File: config.mk
export PLATFORM = sky130hd
export DESIGN_NAME = wide_add_sequencer
export DESIGN_NICKNAME = d
export VERILOG_FILES = /design/src/rtl/wide_add_sequencer_pkg.sv /design/src/rtl/wide_add_sequencer_adder.sv /design/src/rtl/wide_add_sequencer.sv
export SDC_FILE = /design/constraint.sdc
export NUM_CORES = 1
export LEC_CHECK = 0
export ABC_CLOCK_PERIOD_IN_PS = 10400
export CORE_AREA = 2 2 146 148
export CTS_CLUSTER_SIZE = 25
export DETAILED_ROUTE_END_ITERATION = 8
export DIE_AREA = 0 0 148 150
export PLACE_DENSITY_LB_ADDON = 0.1
export SLEW_MARGIN = 5
export SYNTH_ARGS = -nofsm -noshare
export SYNTH_HDL_FRONTEND = slang
export SYNTH_HIERARCHICAL = 1
export SYNTH_SLANG_ARGS = --single-unit
export TNS_END_PERCENT = 50
File: constraint.sdc
create_clock -name clk -period 10.4 [get_ports clk]
set_input_delay 3.12 -clock clk [delete_from_list [all_inputs] [get_ports clk]]
set_output_delay 3.12 -clock clk [all_outputs]
set_load 0.02 [all_outputs]
File: src/rtl/wide_add_sequencer_pkg.sv
// Shared definitions for the wide add/subtract sequencer.
// Holds the chunk width of the adder core, the FSM state encoding and
// the signed-overflow rule applied to the assembled result.
package wide_add_sequencer_pkg;

  // The combinational core processes one byte per pass.
  localparam int CHUNK_W = 8;

  // Sequencer states: waiting for operands, streaming chunks, holding result.
  typedef enum logic [1:0] {
    IDLE = 2'd0,
    RUN  = 2'd1,
    DONE = 2'd2
  } seq_state_t;

  // Two's-complement overflow: both operands share a sign and the result
  // sign differs from it.
  function automatic logic calc_ovf(input logic sign_a,
                                    input logic sign_b,
                                    input logic sign_sum);
    return (sign_a == sign_b) && (sign_sum != sign_a);
  endfunction

endpackage

File: src/rtl/wide_add_sequencer_adder.sv
// Combinational 8-bit Kogge-Stone prefix adder core.
// Ports:
//   a, b  : 8-bit addends
//   cin   : carry into bit 0
//   sum   : 8-bit sum
//   cout  : carry out of bit 7
module adder (
  input  logic [7:0] a,
  input  logic [7:0] b,
  input  logic       cin,
  output logic [7:0] sum,
  output logic       cout
);

  logic [7:0] g0, p0, g1, p1, g2, p2, g3, p3;
  logic [8:0] c;

  assign g0 = a & b;
  assign p0 = a ^ b;

  // Each level doubles the span of the group generate/propagate terms
  // (distances 1, 2, 4); positions whose span already reaches bit 0 pass through.
  for (genvar i = 0; i < 8; i++) begin : g_lvl1
    if (i >= 1) begin : g_op
      assign g1[i] = g0[i] | (p0[i] & g0[i-1]);
      assign p1[i] = p0[i] & p0[i-1];
    end else begin : g_pass
      assign g1[i] = g0[i];
      assign p1[i] = p0[i];
    end
  end

  for (genvar i = 0; i < 8; i++) begin : g_lvl2
    if (i >= 2) begin : g_op
      assign g2[i] = g1[i] | (p1[i] & g1[i-2]);
      assign p2[i] = p1[i] & p1[i-2];
    end else begin : g_pass
      assign g2[i] = g1[i];
      assign p2[i] = p1[i];
    end
  end

  for (genvar i = 0; i < 8; i++) begin : g_lvl3
    if (i >= 4) begin : g_op
      assign g3[i] = g2[i] | (p2[i] & g2[i-4]);
      assign p3[i] = p2[i] & p2[i-4];
    end else begin : g_pass
      assign g3[i] = g2[i];
      assign p3[i] = p2[i];
    end
  end

  // Carry into bit i+1 is the group generate over [i:0], or the carry-in
  // propagated through the whole group.
  assign c[0] = cin;
  for (genvar i = 0; i < 8; i++) begin : g_carry
    assign c[i+1] = g3[i] | (p3[i] & cin);
  end

  assign sum  = p0 ^ c[7:0];
  assign cout = c[8];

endmodule

File: src/rtl/wide_add_sequencer.sv
// Multi-cycle WIDTH-bit adder/subtractor that streams operands through the
// 8-bit adder core one chunk per cycle, LSB chunk first, chaining the carry
// through a register.
// Ports:
//   clk, rst              : clock, asynchronous active-high reset
//   in_valid / in_ready   : operand handshake (accepted only in IDLE)
//   in_a, in_b            : WIDTH-bit operands
//   in_cin                : carry-in for add (ignored for subtract)
//   in_sub                : 1 selects A - B
//   out_valid / out_ready : result handshake (result held while stalled)
//   out_sum               : WIDTH-bit result
//   out_cout              : final carry (for subtract, 1 = no borrow)
//   out_ovf               : two's-complement signed overflow
module wide_add_sequencer
  import wide_add_sequencer_pkg::*;
#(
  parameter int WIDTH = 32
) (
  input  logic             clk,
  input  logic             rst,
  input  logic             in_valid,
  output logic             in_ready,
  input  logic [WIDTH-1:0] in_a,
  input  logic [WIDTH-1:0] in_b,
  input  logic             in_cin,
  input  logic             in_sub,
  output logic             out_valid,
  input  logic             out_ready,
  output logic [WIDTH-1:0] out_sum,
  output logic             out_cout,
  output logic             out_ovf
);

  localparam int CHUNKS = WIDTH / CHUNK_W;
  localparam int CNT_W  = (CHUNKS > 1) ? $clog2(CHUNKS) : 1;
  localparam logic [CNT_W-1:0] LAST_CNT = CNT_W'(CHUNKS - 1);

  if ((WIDTH % CHUNK_W) != 0 || WIDTH < CHUNK_W) begin : g_width_check
    $error("wide_add_sequencer: WIDTH must be a multiple of 8 and at least 8");
  end

  seq_state_t       state, state_next;
  logic [WIDTH-1:0] a_sh, b_sh, b_eff, res_next;
  logic             carry, sign_a, sign_b;
  logic [CNT_W-1:0] cnt;
  logic [7:0]       core_sum;
  logic             core_cout;
  logic             last_chunk;

  adder u_core (
    .a    (a_sh[CHUNK_W-1:0]),
    .b    (b_sh[CHUNK_W-1:0]),
    .cin  (carry),
    .sum  (core_sum),
    .cout (core_cout)
  );

  // Subtraction is A + ~B + 1, so B is inverted at capture time.
  assign b_eff      = in_sub ? ~in_b : in_b;
  assign last_chunk = (cnt == LAST_CNT);

  assign in_ready  = (state == IDLE);
  assign out_valid = (state == DONE);

  // The result register fills from the top: each new chunk lands in the
  // upper byte so the first (LSB) chunk ends up at the bottom after CHUNKS passes.
  always_comb begin
    res_next = out_sum >> CHUNK_W;
    res_next[WIDTH-1 -: CHUNK_W] = core_sum;
  end

  always_ff @(posedge clk or posedge rst) begin
    if (rst) state <= IDLE;
    else     state <= state_next;
  end

  always_comb begin
    state_next = state;
    case (state)
      IDLE:    if (in_valid)   state_next = RUN;
      RUN:     if (last_chunk) state_next = DONE;
      DONE:    if (out_ready)  state_next = IDLE;
      default: state_next = IDLE;
    endcase
  end

  // Datapath: capture in IDLE, shift one chunk per RUN cycle, and latch the
  // final carry and overflow on the last pass so they stay stable in DONE.
  always_ff @(posedge clk or posedge rst) begin
    if (rst) begin
      a_sh     <= '0;
      b_sh     <= '0;
      carry    <= 1'b0;
      cnt      <= '0;
      sign_a   <= 1'b0;
      sign_b   <= 1'b0;
      out_sum  <= '0;
      out_cout <= 1'b0;
      out_ovf  <= 1'b0;
    end else begin
      case (state)
        IDLE: begin
          if (in_valid) begin
            a_sh   <= in_a;
            b_sh   <= b_eff;
            carry  <= in_sub ? 1'b1 : in_cin;
            sign_a <= in_a[WIDTH-1];
            sign_b <= b_eff[WIDTH-1];
            cnt    <= '0;
          end
        end
        RUN: begin
          a_sh    <= a_sh >> CHUNK_W;
          b_sh    <= b_sh >> CHUNK_W;
          out_sum <= res_next;
          carry   <= core_cout;
          cnt     <= cnt + 1'b1;
          if (last_chunk) begin
            out_cout <= core_cout;
            out_ovf  <= calc_ovf(sign_a, sign_b, core_sum[CHUNK_W-1]);
          end
        end
        default: ;
      endcase
    end
  end

endmodule

==> impl_summary.md, run 1 <==
Timing
Setup repair after global routing left no endpoint under its margin. Of the available clock period, the critical path in the final layout requires 0.524. The accumulated negative setup slack is 0 ns. The clock tree skew after final layout is 0.00956 ns. The count of pins over their slew limit is 0. After layout, the minimum clock period comes to 5.45 ns. The setup-violating endpoint count in the final report is 0. Timing would allow up to 184 MHz. For the pin with the worst max-slew slack, the measured transition is 1.08 ns. Headroom to the max-slew limit came out at 0.281. The number of hold violations in the final report is 0.

Synth
The post-synthesis instance total is 531. Summing every instance area after synthesis gives 5070 µm². The most instantiated flip-flop cell in the synthesis netlist is sky130_fd_sc_hd__dfrtp_1. The async set or reset register ratio after synthesis is 1.00. Yosys printed 6 warnings.

The sequential fraction of the synthesis area is 0.518. The post-synthesis cell type count is 39. Averaged over all synthesized cells, the footprint is 9.55 µm². When the netlist entered floorplanning its net count stood at 611.

In this run, synthesis inferred 0 flip-flops with an integrated enable. In this run, synthesis produced a sequential element count of 105.

Final layout
After filler insertion, the fill cell instance count of the layout stands at 2166. The relative area change from synthesis to final layout is 31.1%. The antenna diode count is 0. The final cell utilization of the core is 0.321.

Summing all non-filler instances in the final layout gives an area of 6650 µm². The share of cells above drive strength 1 is 0.0825. After the last flow step, the layout net total stands at 693.

Worst setup path
The highest fanout seen on the critical path is 31. The critical path buffer and inverter count is 3. The data arrival time at the worst-slack endpoint is 2.33 ns. Traced cell by cell, the critical path runs through buf_4 -> inv_1 -> nor2_1 -> clkdlybuf4s50_1. The longest individual stage delay on the worst path is 0.61 ns.

The cell family contributing the most delay on the critical path is buffers and inverters. The worst setup path is launched from a flip-flop. The slowest stage of the critical path is the sky130_fd_sc_hd__dfrtp_2 cell.

The endpoint kind of the worst setup timing path is an output port. By startpoint and endpoint, the worst setup path is classified as flip-flop to output port. Data on the critical path is required at its endpoint by 7.28 ns.

Place
The wire-length estimate of the detail-placed layout is 9040 µm. The placed standard-cell area is 6330 µm². Input and output buffers added on the ports amount to 105. The final RePlAce weighted congestion is 0.777.

Floorplanning
The floorplan step defined a die boundary enclosing 22200 µm². The initial cell density of the core is 0.245. The die span in x is 148 µm. The number of primary I/O pins is 106. The region available for standard cell placement spans 20700 µm².

The total number of placement rows is 53. In this run the vertical extent of the chip is 150 µm.

Detailed routing
The number of remaining DRC errors is 0. The average vias per placed instance is 4.44. The initial detailed-routing violation count is 215. The number of detailed-route iterations in the first pass is 4.

The count of antenna-violating nets left after detailed routing is 0. The total vias in the final route is 3962. The total length of routed wires is 13200 µm. Dividing the detail-routed wire length by the instance count gives 14.8 µm.

GRT
The global-route wire length before repair is 22100 µm. The initial antenna violation count is 0. The remaining global-route overflow is 0. The number of global-route vias before repair is 4132. Entering global routing, the biggest net connects 58 pins. In the global route stage, overall resource usage came out at 0.127.

Run
Across the run, the number of max-cap violations was 0.

Clock network
The number of clock sinks is 105. In this run, post-CTS repair resized a total of 0 instances. The clock transition at the register clock pins on the worst setup and hold paths after CTS is 0.07 ns. The clock tree from TritonCTS is built.

The deepest clock path buffer count is 2. The cell sitting at the root of the clock tree is a sky130_fd_sc_hd__clkbuf_16. The clock latency on the worst-skew pair is 0.35 ns.

The clock tree synthesis step divided the H-tree into 3 levels. The post-cts hold buffer count is 0. The number of post-CTS setup repair buffers is 0. Counting the buffers created by CTS gives 9.

Power and ir drop
For this design the static power due to leakage is 0.00291 µW. IR analysis of the VDD net gives a maximum drop of 0.119 mV. Power spread over the standard cell area amounts to 298 nW/µm².

Run status
The flow ran to the end, and the final reports show no timing, DRC or antenna violations.

Worst hold path
The worst min-delay path category is flip-flop to flip-flop.
path summary, 6_finish.rpt:
check	start	end	slack, ns	depth (start not counted)
setup / recovery	state[1]	out_valid	4.95	4
hold / removal	out_sum[1]	out_sum[1]	0.47	2
setup reg to reg	b_sh[0]	out_ovf	7.69	8
hold reg to reg	out_sum[1]	out_sum[1]	0.47	2
max in group asynchronous	rst	b_sh[2]	6.00	3
min in group asynchronous	rst	a_sh[17]	3.22	2
Yosys cell counts, types with 6 or more instances:
master | n | area, µm²
sky130_fd_sc_hd__nand2_1 | 187 | 702
sky130_fd_sc_hd__dfrtp_1 | 105 | 2630
sky130_fd_sc_hd__a22oi_1 | 40 | 300
sky130_fd_sc_hd__o21ai_0 | 29 | 145
sky130_fd_sc_hd__xnor2_1 | 27 | 236
sky130_fd_sc_hd__clkbuf_1 | 20 | 75.1
sky130_fd_sc_hd__nand3_1 | 17 | 85.1
sky130_fd_sc_hd__o221ai_2 | 16 | 240
sky130_fd_sc_hd__buf_2 | 12 | 60.1
sky130_fd_sc_hd__xor2_1 | 11 | 96.3
sky130_fd_sc_hd__ha_1 | 9 | 113
sky130_fd_sc_hd__inv_1 | 8 | 30.0
sky130_fd_sc_hd__nor2_1 | 8 | 30.0
sky130_fd_sc_hd__o21ai_1 | 6 | 30.0
power by group:
| part | leakage, µW | switching, µW | internal (µW) |
|---|---|---|---|
| clock | 0.000154 | 151 | 218 |
| sequential | 0.00134 | 136 | 588 |
| combinational | 0.00141 | 518 | 369 |
through the flow:
stage	total power (µW)	hold WS (ns)	worst slack, ns	std cells
finish	1980	0.474	4.95	893
global placement	1620	0.457	5.32	877
global route	2160	0.500	4.78	893
CTS	2010	0.478	4.91	893
detailed placement	1640	0.462	5.26	877
floorplan	1320	0.450	4.52	531
cell families after synthesis:
family,synth area share
adders and majority gates,0.0262
DFF,0.518
AOI/OAI and AO/OA,0.165
and+or+nand+nor,0.176
muxes,0.00444
buffers and inverters,0.0444
xor gates and xnor gates,0.0657
flip-flops by register name (all words and copies together), names as in the netlist:
signal,flops
a_sh,32
b_sh,32
out_sum,32
cnt,2
state,2
carry,1
out_cout,1
out_ovf,1
sign_a,1
sign_b,1
area by class of cell:
type / instances / area, µm² / share of cell area
Timing Repair Buffer: 111 / 1090 / 0.164
Multi-Input combinational cell: 378 / 2230 / 0.336
Sequential cell: 105 / 2630 / 0.396
Clock inverter: 3 / 65.1 / 0.00979
Clock buffer: 13 / 250 / 0.0377
Tap cell: 275 / 344 / 0.0518
Inverter: 8 / 32.5 / 0.00489
per-layer routing:
layer | track usage | routed length (µm)
met2 | 0.203 | 6180
met1 | 0.170 | 6290
met4 | 0.0262 | 139
met5 | 0 | 0
met3 | 0.0390 | 596
layout by cell type, fill, tap and decap left out, types with 6 or more instances in the layout:
cell	Yosys	routed
sky130_fd_sc_hd__buf_4	0	6
sky130_fd_sc_hd__o221ai_2	16	16
sky130_fd_sc_hd__nor2_1	8	8
sky130_fd_sc_hd__xnor2_1	27	27
sky130_fd_sc_hd__o21ai_1	6	6
sky130_fd_sc_hd__xor2_1	11	11
sky130_fd_sc_hd__a22oi_1	40	40
sky130_fd_sc_hd__dfrtp_1	105	103
sky130_fd_sc_hd__ha_1	9	9
sky130_fd_sc_hd__inv_1	8	7
sky130_fd_sc_hd__clkdlybuf4s50_1	0	104
sky130_fd_sc_hd__nand3_1	17	17
sky130_fd_sc_hd__nand2_1	187	187
sky130_fd_sc_hd__o21ai_0	29	29
sky130_fd_sc_hd__clkbuf_16	0	9
tightest hold or removal path: cells and delay by family, from the launching register on:
| kind | cells | cell delay, ns |
|---|---|---|
| simple gates | 2 | 0.10 |
| flops | 1 | 0.34 |
Power figures use the tool's default switching activity.
==> inputs of run 2 (changes only) <==
- ABC_CLOCK_PERIOD_IN_PS: 10400 -> 4900
- clock period: 10.4 -> 4.9 ns (I/O delays scaled with it)
==> run 2 against run 1 <==
  * Largest cell class unchanged
  * Flip-flop and latch count did not move
  * Setup slack got worse by 3.5 ns
  * Via count rose by 0.58%
  * Critical path depth fell by 1
  * Critical endpoint unchanged
==> impl_summary.md, run 2 (synthesis gave the netlist of run 1 again) <==
Run status
The run finished with clean final reports.

Detailed routing
After detailed routing, the number of vias per cell comes to 4.46. In the routed design, unresolved DRC markers number 0. The routed layout has 3985 vias.

The count of antenna-violating nets left after detailed routing is 0. For this block, the initial DRC count from the detailed router was 162. The total length of routed wires is 13300 µm. The wire length per cell is 14.9 µm. The number of detailed-route iterations in the first pass is 4.

Clock network
The clock root buffer master is sky130_fd_sc_hd__clkbuf_16. The clock tree from TritonCTS is built. The clock transition at the register clock pins on the worst setup and hold paths after CTS is 0.07 ns.

The number of setup buffers added after CTS is 0. Once the clock tree was built, the resizer swapped 0 gates to a different size. Clock tree synthesis inserted a total of 9 buffers. The clock reaches the later pin of the worst-skew pair after 0.35 ns.

The clock passes through at most 2 buffers. The clock net in this run drives a total of 105 sinks. In this run, post-CTS hold repair placed 0 buffers.

The count of H-tree levels built during CTS is 3.

Worst setup path
The kind of launch point of the worst setup path is a flip-flop. The capture point of the critical path is out_valid. Along the worst path, the maximum fanout reaches 28. The worst setup path is captured at an output port. The family with the most delay on the worst path is buffers and inverters. The data arrival time at the worst-slack endpoint is 1.96 ns.

Traced cell by cell, the critical path runs through inv_1 -> nor2_1 -> clkdlybuf4s50_1. The longest individual stage delay on the worst path is 0.70 ns. The worst register-to-register path ends at out_ovf. The cell with the biggest individual delay on the critical path is sky130_fd_sc_hd__dfrtp_2.

The critical path buffer and inverter count is 2. STA puts the critical path data required time at 3.43 ns. The register-to-register setup slack is 2.27 ns. The startpoint identified for the worst register-to-register timing path is b_sh[0]. The critical path crosses 3 cells after its start point. The most critical setup path has its startpoint at state[1]. The cell depth of the worst flop-to-flop path is 8. The critical path is of the flip-flop to output port type.

Timing
On the final layout, the worst clock skew is 0.00969 ns. The clock period minus final worst setup slack is 3.43 ns. The minimum setup slack in the final design is 1.47 ns. Setup repair after global routing left no endpoint under its margin.

The number of hold violations in the final report was 0. The worst hold slack is 0.471 ns. The relative max-transition margin is 0.260. At the pin with the least slew margin, the transition time is 1.11 ns. In the finished design, the share of the clock period the worst path needs comes to 0.700. The setup-violating endpoint count in the final report is 0. Derived from the worst setup path, the maximum achievable clock frequency is 292 MHz. The accumulated negative setup slack is 0 ns. The count of pins over their slew limit is 0.

GRT
Global routing finished with a remaining overflow of 0. Across every metal layer, demand over resource in global routing totals 0.126. The number of global-route vias before repair is 4137. Entering global routing, the biggest net connects 56 pins.

The global-route wire length before repair is 21800 µm. The initial antenna violation count is 0.

Floorplanning
Row generation in the floorplan step produced 53 rows. The die covers 22200 µm². The number of primary I/O pins is 106.

The initial cell density of the core is 0.245. From left edge to right edge, the die measures 148 µm. The die is 150 µm tall. The core area is 20700 µm².

Power and ir drop
Dividing total power by cell area gives a power density of 625 nW/µm². In this run the static leakage power is 0.00289 µW. The largest voltage drop on the vdd net is 0.201 mV.

Place
The half-perimeter wire length of the detailed placement result is 9070 µm. The final RePlAce weighted congestion is 0.759. In this run the tool buffered the top-level ports with 105 buffer cells. Prior to clock tree synthesis, the placed netlist has a worst setup slack of 1.44 ns.

Final layout
The largest registers in the layout are a_sh (32), b_sh (32), out_sum (32). The net count of the finished layout is 693. The share of cells above drive strength 1 is 0.0841.

The most frequent standard cell in the layout excluding fill and tap cells is sky130_fd_sc_hd__nand2_1. Measured on the finished design, the core utilization comes to 0.320. From synthesis to final layout, the design area changed by 30.8%. Leaving out fill and tap cells, the most frequent cells in the layout are sky130_fd_sc_hd__nand2_1 (187), sky130_fd_sc_hd__clkdlybuf4s50_1 (104), sky130_fd_sc_hd__dfrtp_1 (103). The repair_antennas step left the layout with diodes totalling 0.

Run
The max-capacitance violation count is 0.

Worst hold path
In this run the worst hold path is classified as flip-flop to flip-flop.
run 2: report_power, final:
group	leakage [µW]	total [µW]	internal (µW)	switching [µW]
combinational	0.00141	1890	790	1100
sequential	0.00134	1550	1250	305
clock	0.000136	699	375	324
run 2: through the flow:
step                      cell area [µm²]  power [µW]  cells
after floorplan                      5070        2810    531
after global placement               6340        3440    877
after detailed placement             6340        3490    877
after CTS                            6630        4210    893
after global routing                 6630        4500    893
final                                6630        4140    893
run 2: cell type report:
type / instances / area, µm²
timing repair buffer: 111 / 1100
inverter: 8 / 32.5
fill: 2166 / 14100
tap: 275 / 344
multi-input combinational: 378 / 2230
sequential: 105 / 2630
clock inverter: 3 / 25.0
clock buffer: 13 / 260
run 2: worst min path at each step:
| stage | from | cells past startpoint | endpoint | slack [ns] |
|---|---|---|---|---|
| 6_report | out_sum[2] | 2 | out_sum[2] | 0.47 |
| 5_1_grt | out_sum[2] | 2 | out_sum[2] | 0.49 |
| 4_1_cts | out_sum[1] | 2 | out_sum[1] | 0.48 |
| 3_5_place_dp | out_sum[1] | 2 | out_sum[1] | 0.46 |
| 3_3_place_gp | out_sum[0] | 2 | out_sum[0] | 0.46 |
| 2_1_floorplan | a_sh[10] | 2 | a_sh[10] | 0.45 |
run 2: layer usage:
metal  share of wire  wire length, µm  vias up  GRT usage
met2            0.46             6120       96      0.199
met3           0.046              612       15     0.0351
li1                -                -     1955          -
met5               0                0        -          0
met1            0.48             6380     1919      0.166
met4           0.017              227        0     0.0410
run 2: worst reg2reg max path, cell delays in order, from the launching register on:
cell	delay, ns
sky130_fd_sc_hd__dfrtp_1	0.43
sky130_fd_sc_hd__ha_1	0.31
sky130_fd_sc_hd__a21oi_2	0.18
sky130_fd_sc_hd__o2111ai_2	0.19
sky130_fd_sc_hd__a221o_1	0.39
sky130_fd_sc_hd__xor2_1	0.35
sky130_fd_sc_hd__or3b_2	0.47
sky130_fd_sc_hd__o21ai_0	0.08
sky130_fd_sc_hd__mux2_2	0.16
==> inputs of run 3 (changes only) <==
- ABC_CLOCK_PERIOD_IN_PS: 4900 -> 3200
- clock period: 4.9 -> 3.2 ns (I/O delays scaled with it)
==> run 3 against run 2 <==
  * Total power is 56% higher
  * Sequential share of layout area is 0.71 points lower
  * First-iteration DRC count is 45% higher
  * Sequential power is 52% higher
  * Combinational power is 59% higher
  * Die area stayed put
  * Cell count is 0.90% higher
  * Utilization is 0.58 points higher
  * Global-route usage is 0.15 points higher
  * Largest power group unchanged
  * Highest routed layer unchanged
==> impl_summary.md, run 3 (synthesis gave the netlist of run 1 again) <==
Final layout
The finished cells cover 6750 µm². The most frequent standard cell in the layout excluding fill and tap cells is sky130_fd_sc_hd__nand2_1. Of the cells placed in the final design, the portion with a size suffix greater than 1 is 0.0942.

The layout has 2171 filler cells. At the end of the flow, the number of nets in the layout was 702. In the layout the commonest cells are sky130_fd_sc_hd__nand2_1 (187), sky130_fd_sc_hd__clkdlybuf4s50_1 (104), sky130_fd_sc_hd__dfrtp_1 (103). 0 antenna diodes ended up in the layout.

The sequential cells in the finished layout cover a total of 2630 µm². The area growth from synthesis to layout is 33.2%. The final cell utilization of the core is 0.326.

The area of the multi-input gates is 2240 µm². The count of cells in the finished layout, fillers not included, comes to 901. In the final layout, the registers with the most flip-flops are a_sh (32), b_sh (32), out_sum (32).

Detailed routing
For this run, the detailed router's first-pass iteration total came to 4. The initial detailed-routing violation count is 235. In this run the remaining antenna-violating nets after routing total 0. Wires add up to 13300 µm. The average vias per placed instance is 4.40. The total vias in the final route is 3968. After detailed routing, the average wire length per cell comes to 14.7 µm. After detailed routing, the number of remaining DRC violations is 0.

Place
The count of buffers added on input and output ports is 105. The half-perimeter wire length of the detailed placement result is 9590 µm. Once placement completed, the tool counted placed cells totaling 886. The final RePlAce weighted congestion is 0.753.

Once placement finished, the instance area stood at 6470 µm².

Floorplanning
The initial cell density of the core is 0.245. In this run the core area contains 53 standard-cell rows. The die span in x is 148 µm.

The core area is 20700 µm². The overall die height is 150 µm. The die covers 22200 µm². In this run the count of I/O pins placed on the die edge is 106.

Worst setup path
The worst setup path is captured at an output port. The highest fanout seen on the critical path is 24. The critical path required time is 2.24 ns. The type of the setup path with the least slack is flip-flop to output port. The kind of launch point of the worst setup path is a flip-flop. Walking the worst path, the cells encountered are nor2_1 -> clkdlybuf4s50_1. The cell with the biggest individual delay on the critical path is sky130_fd_sc_hd__clkdlybuf4s50_1. At the worst endpoint, the arrival time is 1.84 ns.

The longest individual stage delay on the worst path is 0.65 ns.

Timing
Setup repair after global routing left no endpoint under its margin. The relative max-transition margin is 0.434. The number of hold violations in the final report came to 0. Counting I/O delays and the setup requirement, the final critical path takes 2.80 ns. Based on the critical path, the design can be clocked at up to 357 MHz. Setup violations remaining at the end of the flow were counted as 0.

The count of pins over their slew limit was 0. The worst hold slack is 0.475 ns. For the pin with the worst max-slew slack, the measured transition is 0.848 ns. In the finished design, the share of the clock period the worst path needs comes to 0.876. The clock tree skew after final layout is 0.00795 ns. The accumulated negative setup slack is 0 ns.

Clock network
Once the clock tree was built, the setup fixing pass inserted 0 buffers. Buffers inserted during clock tree synthesis total 9. The post-cts hold buffer count is 0. At the later pin of the worst-skew pair, clock insertion delay measures 0.35 ns. The clock tree from TritonCTS is built.

The clock transition at the register clock pins on the worst setup and hold paths after CTS is 0.07 ns. The count of H-tree levels built during CTS is 3. CTS saw 105 sinks. The post-cts gate resize count is 0.

The clock passes through at most 2 buffers. The clock root buffer master is sky130_fd_sc_hd__clkbuf_16.

GRT
The first global-routing pass estimated 22000 µm of wire. The initial antenna violation count was 0. The remaining global-route overflow is 0.

The number of global-route vias before repair is 4175. In the global route stage, overall resource usage came out at 0.127. Entering global routing, the biggest net connects 52 pins.

Run
The max-capacitance violation count is 0.

Power and ir drop
The largest voltage drop on the vdd net is 0.335 mV. For this design the static power due to leakage is 0.00295 µW. The power density normalized to cell area is 955 nW/µm².

Run status
The run finished with clean final reports.

Worst hold path
The worst min-delay path category is flip-flop to flip-flop.
## run 3: final cells by class
class / instances / share of cell area
clock inverter: 3 / 0.00630
timing repair buffer: 120 / 0.181
sequential: 105 / 0.390
clock buffer: 12 / 0.0350
multi-input combinational: 378 / 0.332
tap: 275 / 0.0510
inverter: 8 / 0.00501
## run 3: stage by stage
stage | total power (µW) | worst slack, ns
finish | 6440 | 0.397
global route | 7030 | 0.289
CTS | 6550 | 0.354
detailed placement | 5440 | 0.414
global placement | 5390 | 0.458
floorplan | 4300 | 0.923
## run 3: worst max-delay path, delay by kind of cell (launching register included)
kind	cells	cell delay, ns
simple gates	1	0.25
buf+inv	1	0.65
flops	1	0.58
## run 3: routing by layer
layer  track usage  wire length [µm]  up-vias
li1              -                 -     1974
met1         0.170              6410     1883
met2         0.203              6060       92
met3        0.0232               476       19
met4        0.0552               320        0
met5             0                 0        -
## run 3: final timing paths
check | cells past startpoint | start | to | slack (ns)
max in group asynchronous | 4 | rst | a_sh[11] | 1.46
worst min register to register | 2 | out_sum[7] | out_sum[7] | 0.48
worst max register to register | 8 | a_sh[2] | out_ovf | 0.74
worst max-delay path | 2 | state[0] | in_ready | 0.40
worst min-delay path | 2 | out_sum[7] | out_sum[7] | 0.48
min in group asynchronous | 2 | rst | out_sum[5] | 1.00
## run 3: report_power, final
group | internal, µW | switching (µW) | total, µW
Combinational | 1290 | 1710 | 3000
Sequential | 1910 | 448 | 2360
Clock | 603 | 480 | 1080
